`config.mk`:
```
export PLATFORM = sky130hd
export DESIGN_NAME = avalon_read_master_flat
export DESIGN_NICKNAME = d
export VERILOG_FILES = /design/src/rtl/avalon_rd_pkg.sv /design/src/rtl/avalon_read_master_if.sv /design/src/rtl/avalon_rd_resp_fifo.sv /design/src/rtl/avalon_read_master.sv /design/src/flat_wrapper.sv
export SDC_FILE = /design/constraint.sdc
export NUM_CORES = 1
export LEC_CHECK = 0
export ABC_AREA = 1
export BUFFER_PORTS_ARGS = -buffer_cell sky130_fd_sc_hd__buf_2
export CORE_AREA = 10 10 122 135
export CTS_BUF_LIST = sky130_fd_sc_hd__clkbuf_4 sky130_fd_sc_hd__clkbuf_8
export DETAILED_ROUTE_END_ITERATION = 10
export DIE_AREA = 0 0 132 145
export HOLD_SLACK_MARGIN = 0.02
export PLACE_DENSITY = 0.79
export SYNTH_ARGS = -nofsm -noshare
export SYNTH_HDL_FRONTEND = slang
export SYNTH_SLANG_ARGS = --single-unit
```
`constraint.sdc`:
```
create_clock -name clk -period 6.6 [get_ports clk]
set_input_delay 1.98 -clock clk [delete_from_list [all_inputs] [get_ports clk]]
set_output_delay 1.98 -clock clk [all_outputs]
set_load 0.05 [all_outputs]
```
`src/rtl/avalon_rd_pkg.sv`:
```
// avalon_rd_pkg: shared FSM state type and Avalon byte-enable constants for the read master
package avalon_rd_pkg;
  typedef enum logic [1:0] {IDLE, ISSUE, DRAIN, DONE} rd_state_t;
  localparam logic [1:0] BE_ALL_N  = 2'b00;
  localparam logic [1:0] BE_NONE_N = 2'b11;
endpackage

```
`src/rtl/avalon_read_master_if.sv`:
```
// avalon_read_master_if: Avalon-MM read bus between the read master and an SRAM slave
//  master modport: drives address, read_n, byteEnable_n; receives waitrequest, readData, readdatavalid
//  slave modport:  the mirror image
interface avalon_read_master_if #(
  parameter int ADDR_WIDTH = 32,
  parameter int DATA_WIDTH = 16
);
  logic [ADDR_WIDTH-1:0] address;
  logic                  read_n;
  logic [1:0]            byteEnable_n;
  logic                  waitrequest;
  logic [DATA_WIDTH-1:0] readData;
  logic                  readdatavalid;
  modport master(output address, read_n, byteEnable_n, input waitrequest, readData, readdatavalid);
  modport slave(input address, read_n, byteEnable_n, output waitrequest, readData, readdatavalid);
endinterface

```
`src/rtl/avalon_rd_resp_fifo.sv`:
```
// avalon_rd_resp_fifo: DATA_WIDTH x FIFO_DEPTH synchronous FIFO buffering read responses
//  clk, rst_n (async active-low), push/din write side, pop/dout read side (dout = head),
//  full, empty, count (number of stored words). Push while full is taken only with a pop.
module avalon_rd_resp_fifo #(
  parameter int DATA_WIDTH = 16,
  parameter int FIFO_DEPTH = 4
) (
  input  logic                          clk,
  input  logic                          rst_n,
  input  logic                          push,
  input  logic                          pop,
  input  logic [DATA_WIDTH-1:0]         din,
  output logic [DATA_WIDTH-1:0]         dout,
  output logic                          full,
  output logic                          empty,
  output logic [$clog2(FIFO_DEPTH):0]   count
);
  localparam int AW = $clog2(FIFO_DEPTH);
  logic [DATA_WIDTH-1:0] mem [FIFO_DEPTH];
  logic [AW-1:0] wp, rp;
  logic wr, rd;
  assign rd = pop && !empty;
  assign wr = push && (!full || rd);
  assign empty = count == '0;
  assign full = count == (AW+1)'(FIFO_DEPTH);
  assign dout = mem[rp];
  always_ff @(posedge clk or negedge rst_n)
    if (!rst_n) begin
      wp <= '0;
      rp <= '0;
      count <= '0;
    end else begin
      wp <= wp + AW'(wr);
      rp <= rp + AW'(rd);
      count <= count + (AW+1)'(wr) - (AW+1)'(rd);
    end
  always_ff @(posedge clk)
    if (wr) mem[wp] <= din;
endmodule

```
`src/rtl/avalon_read_master.sv`:
```
// avalon_read_master: Avalon-MM pipelined read initiator streaming responses out via valid/ready
//  clk, rst_n (async active-low); start/base_address/length command, busy/done/error status;
//  bus: Avalon master (address, read_n, byteEnable_n, waitrequest, readData, readdatavalid);
//  out_data/out_valid/out_ready response stream. Reads in flight never exceed free FIFO slots.
//  Optional AVALON_RD_TIMEOUT_EN: abort issuing after TIMEOUT consecutive stalled cycles, set error.
module avalon_read_master
  import avalon_rd_pkg::*;
#(
  parameter int ADDR_WIDTH = 32,
  parameter int DATA_WIDTH = 16,
  parameter int LEN_WIDTH  = 18,
  parameter int FIFO_DEPTH = 4
`ifdef AVALON_RD_TIMEOUT_EN
  , parameter int TIMEOUT  = 255
`endif
) (
  input  logic                  clk,
  input  logic                  rst_n,
  input  logic                  start,
  input  logic [ADDR_WIDTH-1:0] base_address,
  input  logic [LEN_WIDTH-1:0]  length,
  output logic                  busy,
  output logic                  done,
  output logic                  error,
  avalon_read_master_if.master  bus,
  output logic [DATA_WIDTH-1:0] out_data,
  output logic                  out_valid,
  input  logic                  out_ready
);
  localparam int CW = $clog2(FIFO_DEPTH) + 1;
  rd_state_t state, state_n;
  logic [ADDR_WIDTH-1:0] addr, addr_n;
  logic [LEN_WIDTH-1:0] rem, rem_n;
  logic [CW-1:0] outst, outst_n, fcount, fcount_n;
  logic rd_n, rd_n_n, err, err_n;
  logic accept, stall, push, pop, full, empty, credit, timeout;
  assign accept = !rd_n && !bus.waitrequest;
  assign stall = !rd_n && bus.waitrequest;
  // a response with nothing outstanding is stale (e.g. from before a reset) and is dropped
  assign push = bus.readdatavalid && outst != '0;
  assign pop = !empty && out_ready;
  assign outst_n = outst + CW'(accept) - CW'(push);
  assign fcount_n = fcount + CW'(push) - CW'(pop);
  // credit looks at next-cycle occupancy so a newly presented read always owns a FIFO slot
  assign credit = !full && ({1'b0, outst_n} + {1'b0, fcount_n}) < (CW+1)'(FIFO_DEPTH);
`ifdef AVALON_RD_TIMEOUT_EN
  localparam int TW = $clog2(TIMEOUT + 1);
  logic [TW-1:0] stall_cnt;
  always_ff @(posedge clk or negedge rst_n)
    if (!rst_n) stall_cnt <= '0;
    else stall_cnt <= stall ? stall_cnt + 1'b1 : '0;
  assign timeout = stall && stall_cnt == TW'(TIMEOUT - 1);
`else
  assign timeout = 1'b0;
`endif
  always_comb begin
    state_n = state;
    addr_n = accept ? addr + 1'b1 : addr;
    rem_n = accept ? rem - 1'b1 : rem;
    rd_n_n = 1'b1;
    err_n = err | timeout;
    unique case (state)
      IDLE: if (start) begin
        state_n = length == '0 ? DONE : ISSUE;
        addr_n = base_address;
        rem_n = length;
        rd_n_n = length == '0;
        err_n = 1'b0;
      end
      ISSUE: begin
        if (timeout) state_n = DRAIN;
        else if (stall) rd_n_n = 1'b0;
        else if (rem_n == '0) state_n = DRAIN;
        else rd_n_n = !credit;
      end
      DRAIN: state_n = outst == '0 && empty ? DONE : DRAIN;
      DONE: state_n = IDLE;
    endcase
  end
  always_ff @(posedge clk or negedge rst_n)
    if (!rst_n) begin
      state <= IDLE;
      addr <= '0;
      rem <= '0;
      outst <= '0;
      rd_n <= 1'b1;
      err <= 1'b0;
    end else begin
      state <= state_n;
      addr <= addr_n;
      rem <= rem_n;
      outst <= outst_n;
      rd_n <= rd_n_n;
      err <= err_n;
    end
  avalon_rd_resp_fifo #(.DATA_WIDTH(DATA_WIDTH), .FIFO_DEPTH(FIFO_DEPTH)) u_fifo (
    .clk(clk),
    .rst_n(rst_n),
    .push(push),
    .pop(pop),
    .din(bus.readData),
    .dout(out_data),
    .full(full),
    .empty(empty),
    .count(fcount)
  );
  assign bus.address = addr;
  assign bus.read_n = rd_n;
  assign bus.byteEnable_n = rd_n ? BE_NONE_N : BE_ALL_N;
  assign busy = state != IDLE;
  assign done = state == DONE;
  assign error = err;
  assign out_valid = !empty;
endmodule

```
`src/flat_wrapper.sv`:
```
// flat-port wrapper written by rule: the top's interface ports become plain ports
module avalon_read_master_flat import avalon_rd_pkg::*;
#(
  parameter int ADDR_WIDTH = 32,
  parameter int DATA_WIDTH = 16,
  parameter int LEN_WIDTH  = 18,
  parameter int FIFO_DEPTH = 4

)
  (clk, rst_n, start, base_address, length, busy, done, error, out_data, out_valid, out_ready, bus_address, bus_read_n, bus_byteEnable_n, bus_waitrequest, bus_readData, bus_readdatavalid);
  avalon_read_master_if #(.ADDR_WIDTH(ADDR_WIDTH), .DATA_WIDTH(DATA_WIDTH)) bus_i ();
  input  logic clk;
  input  logic rst_n;
  input  logic start;
  input  logic [ADDR_WIDTH-1:0] base_address;
  input  logic [LEN_WIDTH-1:0] length;
  output logic busy;
  output logic done;
  output logic error;
  output logic [DATA_WIDTH-1:0] out_data;
  output logic out_valid;
  input  logic out_ready;
  output wire logic [$bits(bus_i.address)-1:0] bus_address;
  output wire logic [$bits(bus_i.read_n)-1:0] bus_read_n;
  output wire logic [$bits(bus_i.byteEnable_n)-1:0] bus_byteEnable_n;
  input wire logic [$bits(bus_i.waitrequest)-1:0] bus_waitrequest;
  input wire logic [$bits(bus_i.readData)-1:0] bus_readData;
  input wire logic [$bits(bus_i.readdatavalid)-1:0] bus_readdatavalid;
  assign bus_address = bus_i.address;
  assign bus_read_n = bus_i.read_n;
  assign bus_byteEnable_n = bus_i.byteEnable_n;
  assign bus_i.waitrequest = bus_waitrequest;
  assign bus_i.readData = bus_readData;
  assign bus_i.readdatavalid = bus_readdatavalid;
  avalon_read_master #(.ADDR_WIDTH(ADDR_WIDTH), .DATA_WIDTH(DATA_WIDTH), .LEN_WIDTH(LEN_WIDTH), .FIFO_DEPTH(FIFO_DEPTH)) u_core (.clk(clk), .rst_n(rst_n), .start(start), .base_address(base_address), .length(length), .busy(busy), .done(done), .error(error), .bus(bus_i), .out_data(out_data), .out_valid(out_valid), .out_ready(out_ready));
endmodule
```
==> results.py, run 1 <==
metrics = {
    "critical_path": {
        "reg2reg_depth": 14,
        "cp-start-kind": "register",
        "r2r_slack_ns": 3.57,
        "critical_path_depth": 4,
        "cp_num_buf_inv": 2,
        "required_ns": 4.62,
        "crit_path_max_fanout": 34,
        "setup.worst_path.end_class": "output port",
        "r2r-end": "u_core.bus.read_n",
        "crit_chain": "inv_1 > o21ai_0 > o22ai_1 > buf_2",
        "cp.arrival_ns": 2.74,
        "critical_path_class": "reg2out",
        "critPathTopFamily": "flip-flops",
        "crit_end": "out_data[15]",
        "cpPeakStageDelay_ns": 0.94,
        "worstReg2RegStart": "u_core.u_fifo.count[1]",
        "crit_path_top_delay_cell": "dfrtp_1",
        "setup.worst_path.start": "u_core.u_fifo.rp[0]",
    },
    "power_and_ir_drop": {
        "p_clk_share_pct": 14.9,
        "worst_ir_drop_vdd_uv": 379.6,
        "pwr-share-comb_pct": 51.7,
        "internal_power_mw": 2.016,
        "pwr-share-seq_pct": 33.3,
        "finalPower_mw": 4.185,
        "switchingPower_mw": 2.168,
        "power.density_mw_per_mm2": 535.5,
        "p_leak_nw": 3.588,
        "switching_share_pct": 51.81,
    },
    "clocking": {
        "cts_resized": 0,
        "cts.path.max_buffers": 2,
        "htree_levels": 4,
        "cts_made_buffers": 17,
        "cts_hold_buf": 0,
        "clk_pin_slew_ns": 0.07,
        "cts-root-buf": "clkbuf_8",
        "clock_sinks": 127,
        "clkLatencyLatePin_ns": 0.44,
        "cts_tree": "built",
        "post-cts-setup-buffers": 0,
    },
    "place": {
        "routabilityCongestion": 0.9299,
        "dp_hpwl_um": 11640,
        "placed_area_mm2": 0.007446,
        "io_buffers": 125,
        "dp_slack_ns": 2.283,
    },
    "grt": {
        "antenna_found_initial": 0,
        "grt-ovfl-total": 0,
        "grt_pass1_vias": 5398,
        "grt_usage_pct": 16.29,
        "grt_pass1_wl_um": 25750,
        "grt_max_degree": 66,
    },
    "sta": {
        "hold_viol": 0,
        "slew_violations": 0,
        "layout_min_cycle_time_ns": 4.722,
        "fin_setup_tns_ns": 0,
        "fin_worst_skew_ns": 0.01810,
        "setup_viol": 0,
        "fin_crit_sh_pct": 71.54,
        "max_slew_margin_pct": 39.06,
        "max_clock_freq_mhz": 211.8,
        "rsz0062_at_grt": "no",
        "holdWs_ns": 0.5554,
        "worst_slew_pin_slew_ns": 0.9140,
        "fin_ws_ns": 1.878,
    },
    "cells_and_area": {
        "num_antenna_cells": 0,
        "finalNetCount": 956,
        "syn2layout_area_growth_pct": 18.23,
        "multiInputGateArea_mm2": 0.002661,
        "nFillCells": 1240,
        "ff_latch_area_mm2": 0.003500,
        "drive_gt1_share_pct": 21.78,
        "final_area_mm2": 0.007814,
    },
    "flow_run": {
        "max_cap_viol_count": 0,
    },
    "synth": {
        "yosysTopAreaCell": "edfxtp_1",
        "synth_fp_nets": 827,
        "ys_ff_latch": 127,
        "synthTopCellsByArea": "edfxtp_1, dfrtp_1, nand2_1",
        "syn_area_per_cell_um2": 8.979,
        "synth_area_mm2": 0.006609,
        "synth_top_area_share_pct": 29.08,
        "ys_seq_area_share_pct": 52.95,
        "ys.warnings.count": 0,
        "ys_types": 37,
        "syn_inst": 736,
    },
    "outcome": {
        "status": "finished, final reports clean",
    },
    "drt": {
        "avgViaCountPerCell": 5.047,
        "drtIter0Drc": 361,
        "dr.pass1.iters": 6,
        "avgRoutedWirePerCell_um": 14.70,
        "drc_errors": 0,
        "ant_nets": 0,
        "vias": 5375,
        "wirelength_um": 15650,
    },
    "floorplanning": {
        "io-pin-count": 127,
        "core-area_mm2": 0.01368,
        "die_w_um": 132,
        "dieHeight_um": 145,
        "dieArea_mm2": 0.01914,
        "start_util_pct": 48.30,
        "fp-row-count": 45,
    },
    "min_path": {
        "min_path_type": "reg2reg",
    },
}
## sequential cells by signal (all words and copies together) (netlist names)
signal	count
u_core.bus.address	32
u_core.bus.read_n	1
u_core.outst	3
u_core.rem	18
u_core.state	2
u_core.u_fifo.count	3
u_core.u_fifo.mem	64
u_core.u_fifo.rp	2
u_core.u_fifo.wp	2
## area by class of cell
cell class	count	area share (%)
tap	188	3.010
clock buffer	17	2.994
sequential	127	44.79
multi-input combinational	487	34.06
clock inverter	14	1.713
inverter	101	4.852
timing repair buffer	131	8.583
## logic make-up after synthesis
family | Yosys count | synth area share, %
other | 1 | 0.05674
flip-flops | 127 | 52.95
AO/OA/AOI/OAI | 97 | 7.857
buffers and inverters | 122 | 7.118
multiplexers | 9 | 1.363
adder cells (fa/ha/maj) | 19 | 3.938
XOR/XNOR | 38 | 5.036
AND/OR/NAND/NOR | 323 | 21.68
## cell usage after synthesis
master    instances
nor2_4            4
o211ai_1          2
fa_1              3
dfrtp_1          62
nor2b_1           1
xnor2_1          12
nor2_1          103
xor2_1           26
o21ai_2           1
nor2_2            7
ha_1             16
nor3b_2           1
clkbuf_1         15
conb_1            1
a21oi_1          22
edfxtp_1         64
o22ai_1          16
inv_2             2
nor2_8            1
buf_1             2
or2_2             1
a31oi_1           2
o21a_1            1
o21ai_0          53
nor4_1            5
nand2_1         130
mux2i_1           9
nand4_1          15
nand3_1          32
nand2_4           1
dfstp_2           1
nand2_2           4
buf_4             3
nand3_4           1
buf_2             1
inv_1            99
nor3_1           17
## worst register-to-register path, cell delays in order, from the launching register on
cell,delay [ns]
dfrtp_1,0.47
nor3_1,0.49
nor2_1,0.09
ha_1,0.28
inv_1,0.05
ha_1,0.13
inv_1,0.04
fa_1,0.37
xnor2_1,0.16
inv_1,0.06
ha_1,0.27
nor4_1,0.33
nand2_1,0.09
nand3_1,0.07
nand3_1,0.07
## layer usage
layer | track usage, % | share of wire, %
met1 | 18.86 | 42
met2 | 26.86 | 48
met3 | 6.414 | 7.9
met4 | 5.568 | 1.7
met5 | 0 | 0
## layout by cell type, fill, tap and decap left out, drive strengths merged
cell        n
mux2i       9
nor3b       1
inv       106
dfstp       1
nor2      115
or2         1
dfrtp      62
clkinv      6
nor3       17
o21a        1
o211ai      2
nand3      33
xor2       26
ha         16
nand4      15
o21ai      54
nor4        5
clkbuf     17
buf       131
xnor2      12
edfxtp     64
a21oi      22
conb        1
nand2     135
a31oi       2
bufinv      1
o22ai      16
fa          3
nor2b       1
clkinvlp    2
## power groups by stage
stage / Sequential [mW] / Clock [mW] / Combinational, mW
after floorplan: 1.68 / 0 / 1.36
after global placement: 1.40 / 0 / 2.14
after detailed placement: 1.41 / 0 / 2.18
after CTS: 1.39 / 0.647 / 2.19
after global routing: 1.44 / 0.690 / 2.39
final: 1.39 / 0.625 / 2.17
## worst min-delay path by stage
| stage | depth (start not counted) | slack [ns] | end | start |
|---|---|---|---|---|
| 6_report | 1 | 0.56 | u_core.u_fifo.wp[1] | u_core.u_fifo.wp[1] |
| 5_1_grt | 1 | 0.59 | u_core.u_fifo.wp[1] | u_core.u_fifo.wp[1] |
| 4_1_cts | 2 | 0.56 | u_core.state[0] | u_core.state[0] |
| 3_5_place_dp | 2 | 0.54 | u_core.state[0] | u_core.state[0] |
| 3_3_place_gp | 2 | 0.52 | u_core.state[1] | u_core.state[1] |
| 2_1_floorplan | 1 | 0.48 | u_core.u_fifo.wp[1] | u_core.u_fifo.wp[1] |
## through the flow
step	util (%)	std cells
global placement	54.42	1034
global route	57.11	1065
detailed placement	54.42	1034
floorplan	-	736
finish	57.11	1065
CTS	57.11	1065
No activity file was read; power rests on OpenSTA's default activity.
==> run 2, diff against run 1 <==
Settings changed: PLACE_DENSITY 0.79 to 0.82.
Clock period 6.6 ns to 4.08 ns, I/O delays scaled along.
==> run 2 against run 1 <==
Sequential share of layout area decreased by 0.39 points. Sequential power increased by 58%. Cell count increased by 0.47%. Largest cell class unchanged. Worst setup slack worse by 1.2 ns. Critical path depth did not move. Count of clock-buffer cells in the layout unchanged. Largest power group unchanged. Die area unchanged. Wire length up 1.1%.
==> results.py, run 2 (synthesized netlist as in run 1, its figures left out) <==
metrics = {
    "cells_and_area": {
        "num_antenna_cells": 0,
        "largest_reg_flops": 64,
        "final_cell_mix": "nand2_1, buf_2, nor2_1",
        "finalNetCount": 960,
        "syn2layout_area_growth_pct": 19.27,
        "mostFrequentLayoutCell": "nand2_1",
        "final_area_mm2": 0.007883,
        "drive_gt1_share_pct": 22.22,
        "utilization_pct": 57.61,
        "layout.cells.non_filler": 1070,
        "largest_register": "u_core.u_fifo.mem",
        "nFillCells": 1205,
    },
    "drt": {
        "drtIter0Drc": 328,
        "drc_errors": 0,
        "vias": 5413,
        "ant_nets": 0,
        "avgViaCountPerCell": 5.059,
        "avgRoutedWirePerCell_um": 14.78,
        "dr.pass1.iters": 5,
        "met2_length_um": 7460,
        "wl_met3_um": 1452,
        "wirelength_um": 15820,
        "highest_layer": "met4",
        "m1WireLength_um": 6670,
    },
    "critical_path": {
        "r2r_slack_ns": 1.03,
        "r2r-end": "u_core.bus.read_n",
        "setup.worst_path.end_class": "output port",
        "crit_path_max_fanout": 32,
        "reg2reg_depth": 14,
        "cp-start-kind": "register",
        "cp_num_buf_inv": 2,
        "crit_chain": "inv_1 > o21ai_0 > o22ai_1 > buf_2",
        "worstReg2RegStart": "u_core.u_fifo.count[1]",
        "required_ns": 2.86,
        "critical_path_class": "reg2out",
        "critical_path_depth": 4,
        "crit_path_top_delay_cell": "inv_1",
        "cp.arrival_ns": 2.21,
        "critPathTopFamily": "buffers and inverters",
        "cpPeakStageDelay_ns": 0.68,
    },
    "sta": {
        "hold_viol": 0,
        "fin_worst_skew_ns": 0.01175,
        "worst_slew_pin_slew_ns": 0.9493,
        "holdWs_ns": 0.5459,
        "slew_violations": 0,
        "fin_crit_sh_pct": 84.05,
        "fin_setup_tns_ns": 0,
        "layout_min_cycle_time_ns": 3.429,
        "max_slew_margin_pct": 36.71,
        "rsz0062_at_grt": "no",
        "max_clock_freq_mhz": 291.6,
        "setup_viol": 0,
    },
    "place": {
        "dp_hpwl_um": 11660,
        "placed_area_mm2": 0.007476,
        "io_buffers": 125,
        "dp_cells": 1038,
        "routabilityCongestion": 0.9393,
    },
    "floorplanning": {
        "dieHeight_um": 145,
        "dieArea_mm2": 0.01914,
        "io-pin-count": 127,
        "core-area_mm2": 0.01368,
        "fp-row-count": 45,
        "die_w_um": 132,
        "start_util_pct": 48.30,
    },
    "flow_run": {
        "max_cap_viol_count": 0,
    },
    "grt": {
        "antenna_found_initial": 0,
        "grt_usage_pct": 16.63,
        "grt-ovfl-total": 0,
        "grt_pass1_wl_um": 26000,
        "grt_pass1_vias": 5560,
        "grt_max_degree": 66,
    },
    "clocking": {
        "clk_pin_slew_ns": 0.08,
        "clkLatencyLatePin_ns": 0.45,
        "cts_made_buffers": 17,
        "cts.path.max_buffers": 2,
        "htree_levels": 4,
        "cts_hold_buf": 0,
        "cts_resized": 0,
        "clock_sinks": 127,
        "post-cts-setup-buffers": 0,
        "cts_tree": "built",
        "cts-root-buf": "clkbuf_8",
    },
    "power_and_ir_drop": {
        "worst_ir_drop_vdd_uv": 584.0,
        "power.density_mw_per_mm2": 878.6,
        "p_leak_nw": 3.627,
    },
    "min_path": {
        "min_path_type": "reg2reg",
        "min-delay-start": "u_core.state[0]",
        "holdPathStages": 2,
        "min_to": "u_core.state[0]",
    },
    "outcome": {
        "status": "finished, final reports clean",
    },
}
[run 2: worst register-to-register path, stage by stage, from the launching register on]
cell and delay, ns:
dfrtp_1 0.47, nor3_1 0.49, nor2_1 0.09, ha_1 0.29, inv_1 0.06, ha_1 0.13
inv_1 0.04, fa_1 0.38, xnor2_1 0.19, inv_1 0.06, ha_1 0.27, nor4_1 0.29
nand2_1 0.08, nand3_1 0.07, nand3_1 0.06
[run 2: cell type report]
cell class | instances | area [um^2] | share of cell area (%)
flip-flops and latches | 127 | 3500 | 44.40
repair buffers | 135 | 700.7 | 8.889
well taps | 188 | 235.2 | 2.984
clock inverters | 15 | 172.7 | 2.190
multi-input cells | 487 | 2661 | 33.76
inverters | 101 | 379.1 | 4.810
clock buffers | 17 | 234.0 | 2.968
[run 2: metrics by stage]
step           power, mW  worst slack (ns)
2_1_floorplan      4.917            0.9257
3_3_place_gp       5.740            0.6539
3_5_place_dp       5.830            0.5645
4_1_cts            6.969            0.6214
5_1_grt            7.451            0.4574
6_report           6.925            0.6508
[run 2: report_power, final]
| part | total, mW | internal [mW] | switching [mW] |
|---|---|---|---|
| Combinational | 3.61 | 0.985 | 2.63 |
| Sequential | 2.19 | 1.81 | 0.382 |
| Clock | 1.12 | 0.562 | 0.555 |
| Total | 6.93 | 3.36 | 3.57 |
[run 2: routing by layer]
| layer | vias to the layer above | GRT usage (%) |
|---|---|---|
| li1 | 2676 | - |
| met1 | 2508 | 19.63 |
| met2 | 206 | 26.76 |
| met3 | 23 | 6.690 |
| met4 | 0 | 5.958 |
| met5 | - | 0 |
[run 2: worst max-delay path by stage]
stage	start	to	slack (ns)
floorplan	bus_waitrequest	u_core.bus.read_n	0.93
global placement	bus_readdatavalid	u_core.bus.read_n	0.65
detailed placement	bus_readdatavalid	u_core.bus.read_n	0.56
CTS	u_core.u_fifo.rp[0]	out_data[10]	0.62
global route	u_core.u_fifo.rp[0]	out_data[10]	0.46
finish	u_core.u_fifo.rp[0]	out_data[10]	0.65
